==> src/rtl/run_pkg.sv <==
// Shared types and default constants for the run sequencer and its bench.
// The owner code tells the memory mux who may drive dat_mem this cycle.
package run_pkg;

  typedef enum logic [2:0] {
    ST_IDLE  = 3'd0,
    ST_START = 3'd1,
    ST_RUN   = 3'd2,
    ST_DONE  = 3'd3,
    ST_FAULT = 3'd4
  } run_state_t;

  typedef enum logic [1:0] {
    OWN_NONE = 2'd0,
    OWN_HOST = 2'd1,
    OWN_CORE = 2'd2
  } owner_t;

  localparam int DONE_PC_DEFAULT = 460;
  localparam int TIMEOUT_DEFAULT = 4096;

endpackage

==> src/rtl/dmem_mux.sv <==
// Combinational owner select for the single dat_mem port.
// The host sees a grant and read data only when it owns the port.
module dmem_mux
  import run_pkg::*;
#(
  parameter int AW = 8
) (
  input  owner_t          owner,
  input  logic            host_req,
  input  logic            host_we,
  input  logic [AW-1:0]   host_addr,
  input  logic [7:0]      host_wdata,
  output logic            host_gnt,
  output logic [7:0]      host_rdata,
  input  logic [AW-1:0]   core_addr,
  input  logic [7:0]      core_wdata,
  input  logic            core_we,
  output logic [AW-1:0]   mem_addr,
  output logic [7:0]      mem_wdata,
  output logic            mem_we,
  input  logic [7:0]      mem_rdata
);

  always_comb begin
    host_gnt   = 1'b0;
    host_rdata = '0;
    mem_addr   = '0;
    mem_wdata  = '0;
    mem_we     = 1'b0;
    case (owner)
      OWN_HOST: begin
        host_gnt   = host_req;
        mem_addr   = host_addr;
        mem_wdata  = host_wdata;
        mem_we     = host_we && host_req;
        host_rdata = host_req ? mem_rdata : 8'h00;
      end
      OWN_CORE: begin
        mem_addr  = core_addr;
        mem_wdata = core_wdata;
        mem_we    = core_we;
      end
      default: ;
    endcase
  end

endmodule

==> src/rtl/run_sequencer.sv <==
// Run controller: parks the core, lets the host access data memory while parked,
// runs the program until the done PC or a cycle-count timeout.
module run_sequencer
  import run_pkg::*;
#(
  parameter int D       = 12,
  parameter int AW      = 8,
  parameter int DONE_PC = DONE_PC_DEFAULT,
  parameter int CW      = 16,
  parameter int TIMEOUT = TIMEOUT_DEFAULT
) (
  input  logic            clk,
  input  logic            rst_n,
  input  logic            host_go,
  input  logic            host_req,
  input  logic            host_we,
  input  logic [AW-1:0]   host_addr,
  input  logic [7:0]      host_wdata,
  output logic            host_gnt,
  output logic [7:0]      host_rdata,
  input  logic [AW-1:0]   core_addr,
  input  logic [7:0]      core_wdata,
  input  logic            core_we,
  input  logic [D-1:0]    core_pc,
  output logic            core_start,
  output logic [AW-1:0]   mem_addr,
  output logic [7:0]      mem_wdata,
  output logic            mem_we,
  input  logic [7:0]      mem_rdata,
  output logic            busy,
  output logic            done,
  output logic            timeout,
  output logic [CW-1:0]   cycle_cnt,
  output run_state_t      state_dbg
);

  localparam logic [D-1:0]  DONE_PC_V = D'(DONE_PC);
  localparam logic [CW-1:0] CNT_LAST  = CW'(TIMEOUT - 1);

  run_state_t    state_q, state_d;
  logic [CW-1:0] cnt_q, cnt_d;
  owner_t        owner;

  always_ff @(posedge clk) begin
    if (!rst_n) begin
      state_q <= ST_IDLE;
      cnt_q   <= '0;
    end else begin
      state_q <= state_d;
      cnt_q   <= cnt_d;
    end
  end

  // Done wins over timeout when both hit in the same RUN cycle.
  always_comb begin
    state_d = state_q;
    cnt_d   = cnt_q;
    owner   = OWN_HOST;
    case (state_q)
      ST_IDLE, ST_DONE, ST_FAULT: begin
        if (host_go) state_d = ST_START;
      end
      ST_START: begin
        owner   = OWN_NONE;
        state_d = ST_RUN;
        cnt_d   = '0;
      end
      ST_RUN: begin
        owner = OWN_CORE;
        cnt_d = cnt_q + CW'(1);
        if (core_pc == DONE_PC_V)   state_d = ST_DONE;
        else if (cnt_q == CNT_LAST) state_d = ST_FAULT;
      end
      default: state_d = ST_IDLE;
    endcase
  end

  assign core_start = (state_q != ST_RUN);
  assign busy       = (state_q == ST_START) || (state_q == ST_RUN);
  assign done       = (state_q == ST_DONE);
  assign timeout    = (state_q == ST_FAULT);
  assign cycle_cnt  = cnt_q;
  assign state_dbg  = state_q;

  dmem_mux #(.AW(AW)) u_mux (
    .owner      (owner),
    .host_req   (host_req),
    .host_we    (host_we),
    .host_addr  (host_addr),
    .host_wdata (host_wdata),
    .host_gnt   (host_gnt),
    .host_rdata (host_rdata),
    .core_addr  (core_addr),
    .core_wdata (core_wdata),
    .core_we    (core_we),
    .mem_addr   (mem_addr),
    .mem_wdata  (mem_wdata),
    .mem_we     (mem_we),
    .mem_rdata  (mem_rdata)
  );

endmodule

==> config.mk <==
export PLATFORM = sky130hd
export DESIGN_NAME = run_sequencer
export DESIGN_NICKNAME = d
export VERILOG_FILES = /design/src/rtl/run_pkg.sv /design/src/rtl/dmem_mux.sv /design/src/rtl/run_sequencer.sv
export SDC_FILE = /design/constraint.sdc
export NUM_CORES = 1
export LEC_CHECK = 0
export ABC_CLOCK_PERIOD_IN_PS = 4400
export BUFFER_PORTS_ARGS = -buffer_cell sky130_fd_sc_hd__buf_2
export CORE_UTILIZATION = 40
export DETAILED_ROUTE_END_ITERATION = 8
export HOLD_SLACK_MARGIN = 0.12
export PLACE_DENSITY = 0.8
export SYNTH_ARGS = -nofsm -noshare
export SYNTH_HDL_FRONTEND = slang
export SYNTH_HIERARCHICAL = 1
export SYNTH_SLANG_ARGS = --single-unit
export TNS_END_PERCENT = 100
==> constraint.sdc <==
create_clock -name clk -period 4.4 [get_ports clk]
set_input_delay 1.1 -clock clk [delete_from_list [all_inputs] [get_ports clk]]
set_output_delay 1.1 -clock clk [all_outputs]
set_load 0.005 [all_outputs]
==> results.toml <==
[clocking]
path_clk_slew_ns = 0.11
cts_buffer_depth = 2
cts_made_buffers = 3
cts_tree = "yes"
numClockSinks = 19
cts_hold_buf = 0
ctsResizeCount = 0
htreeDepth = 1
postCtsSetupBuffers = 0
ctsRootBufferMaster = "clkbuf_4"
clk_latency_ns = 0.30

[yosys]
ys_types = 48
synth_xor_area_frac = 0
yosys_warnings = 6
synth_top_family_by_area = "simple AND/OR/NAND/NOR gates"
synth-seq-cells = 19
synth_compound_area_frac = 0.245
async_reset_ff_frac = 0
ys_seq_area_frac = 0.265
ys.flop_type = "dfxtp_1"
synthAdderAreaFrac = 0.0348
muxShareOfSynthArea = 0.0357
synth.avg_cell_area_um2 = 8.07
netlist_area_mm2 = 0.00144
synth_edf_count = 0
synth_cells = 178
syn_nets = 240
post_synth_and_or_nand_nor_area_fraction = 0.333

[sta]
fin_crit_sh = 0.875
maxSlewViolCount = 0
skew_ns = 0.00372
slew-limit-headroom = 0.516
rsz0062_at_grt = "false"
setup_slack_ns = 0.551
fin_setup_tns_ns = 0
max_freq_ghz = 0.260
finalHoldViolCount = 0
tightest_slew_ns = 0.726
period_needed_ns = 3.85
setup_viol = 0

[placed_design]
routabilityCongestion = 0.758
io_buffers = 106
place_area_mm2 = 0.00193
place_ws_ns = 0.893
hpwlAfterDp_um = 3170

[floorplan]
die-area_mm2 = 0.00383
die_w_um = 61.9
die_y_um = 61.9
num_rows = 21
initial_core_util = 0.424
io_pins = 107
coreArea_mm2 = 0.00339

[worst_setup_path]
crit_path_start_kind = "register"
cp_max_fo = 17
rr_endpoint = "cycle_cnt[7]$_SDFFE_PN0N_"
crit_path_end_kind = "primary output"
worstSetupPathType = "register to primary output"
cpMostUsedCell = "inv_1"
rr_worst_depth = 4
critPathSlowestCell = "or3b_2"
slowest_delay_ns = 0.62
required_ns = 3.30
crit_family = "simple AND/OR/NAND/NOR gates"
cp_cell_sequence = "or3b_2 > nand2_1 > inv_1 > inv_1 > ha_1 > a22oi_1 > nor2_1 > buf_2"
reg2reg_from = "state_dbg[1]$_SDFFE_PN0P_"
reg2reg_slack_ns = 2.40
worst-path-buf-inv = 3
worstPathArrival_ns = 2.75

[pwr]
ir_drop_v = 0.000119
power.total_uw = 443
powerDensity_mw_per_mm2 = 226
power.leakage_uw = 0.00107

[detailed_routing]
via_per_inst = 5.39
vias = 1735
wl_per_cell_um = 12.9
drcViolationCount = 0
dr.pass1.iters = 4
wl_um = 4140
drt_iter0_drc = 82
antenna_left = 0

[global_route]
grt_use_total = 0.213
gr-total-overflow = 0
antenna_found_initial = 0
grt_max_degree = 27
grt_pass1_vias = 1385
grt_pass1_wl_um = 6130

[finish]
multi_input_area_um2 = 931
final_common_cell = "buf_2"
area_growth_pct = 36.4
drive_above_1_share = 0.453
nFillCells = 347
regArea_um2 = 380
fin_nets = 339
layout_common_cells = "106 x buf_2, 24 x nor2_1, 19 x dfxtp_1"
final_area_mm2 = 0.00196
n_antenna_cell = 0
final_util = 0.578

[job]
cap_violations = 0

[hold_path]
min_path_cells = 1
hold_start = "cycle_cnt[14]$_SDFFE_PN0N_"
min_path_type = "register to register"
hold_end = "cycle_cnt[14]$_SDFFE_PN0N_"

[outcome]
status = "completed"
## registers in the layout (all words and copies together) (netlist names)
signal     flops
cycle_cnt     16
state_dbg      3
## worst max path at each step
stage / cells past startpoint / from / to / slack [ns]
6_report: 8 / state_dbg[0]$_SDFFE_PN0P_ / mem_addr[7] / 0.55
5_1_grt: 8 / state_dbg[0]$_SDFFE_PN0P_ / mem_addr[5] / 0.26
4_1_cts: 8 / state_dbg[0]$_SDFFE_PN0P_ / mem_addr[7] / 0.56
3_5_place_dp: 8 / state_dbg[0]$_SDFFE_PN0P_ / mem_addr[7] / 0.89
3_3_place_gp: 8 / state_dbg[1]$_SDFFE_PN0P_ / mem_wdata[7] / 0.96
2_1_floorplan: 9 / state_dbg[1]$_SDFFE_PN0P_ / mem_addr[0] / 1.37
## per-stage QoR
step                      cells  hold WS (ns)
after floorplan             178         0.476
after global placement      318         0.485
after detailed placement    318         0.485
after CTS                   322         0.510
after global routing        322         0.536
final                       322         0.511
## layer usage
layer,track usage,vias up,share of wire
li1,-,856,-
met1,0.263,801,0.45
met2,0.372,69,0.47
met3,0.0352,9,0.065
met4,0.0762,0,0.017
met5,0,-,0
## area by class of cell
type                    count  share of cell area
inverters                   9              0.0172
repair buffers            106               0.271
well taps                  46              0.0294
multi-input cells         138               0.475
clock buffers               4              0.0134
flip-flops and latches     19               0.194
## kinds of logic after synthesis
logic type	count (synthesis)
AND/OR/NAND/NOR	86
AO/OA/AOI/OAI	43
multiplexers	5
flip-flops	19
adder cells (fa/ha/maj)	4
buffers and inverters	21
## Yosys cell counts (4+ instances only)
cell      count  area share
a21oi_1       6       0.021
a22oi_1       9       0.047
a22oi_2       8       0.070
and3_1       12       0.052
clkbuf_1      5       0.013
dfxtp_1      19        0.26
ha_1          4       0.035
inv_1         9       0.024
mux2i_1       4       0.028
nand2_1       8       0.021
nand3_1      14       0.049
nor2_1       24       0.063
o21ai_0       4       0.014
## where the power goes
group	switching, uW	internal [uW]
clock network	56.4	35.4
registers	3.43	175
logic	92.6	80.4
No activity file was read; power rests on OpenSTA's default activity.
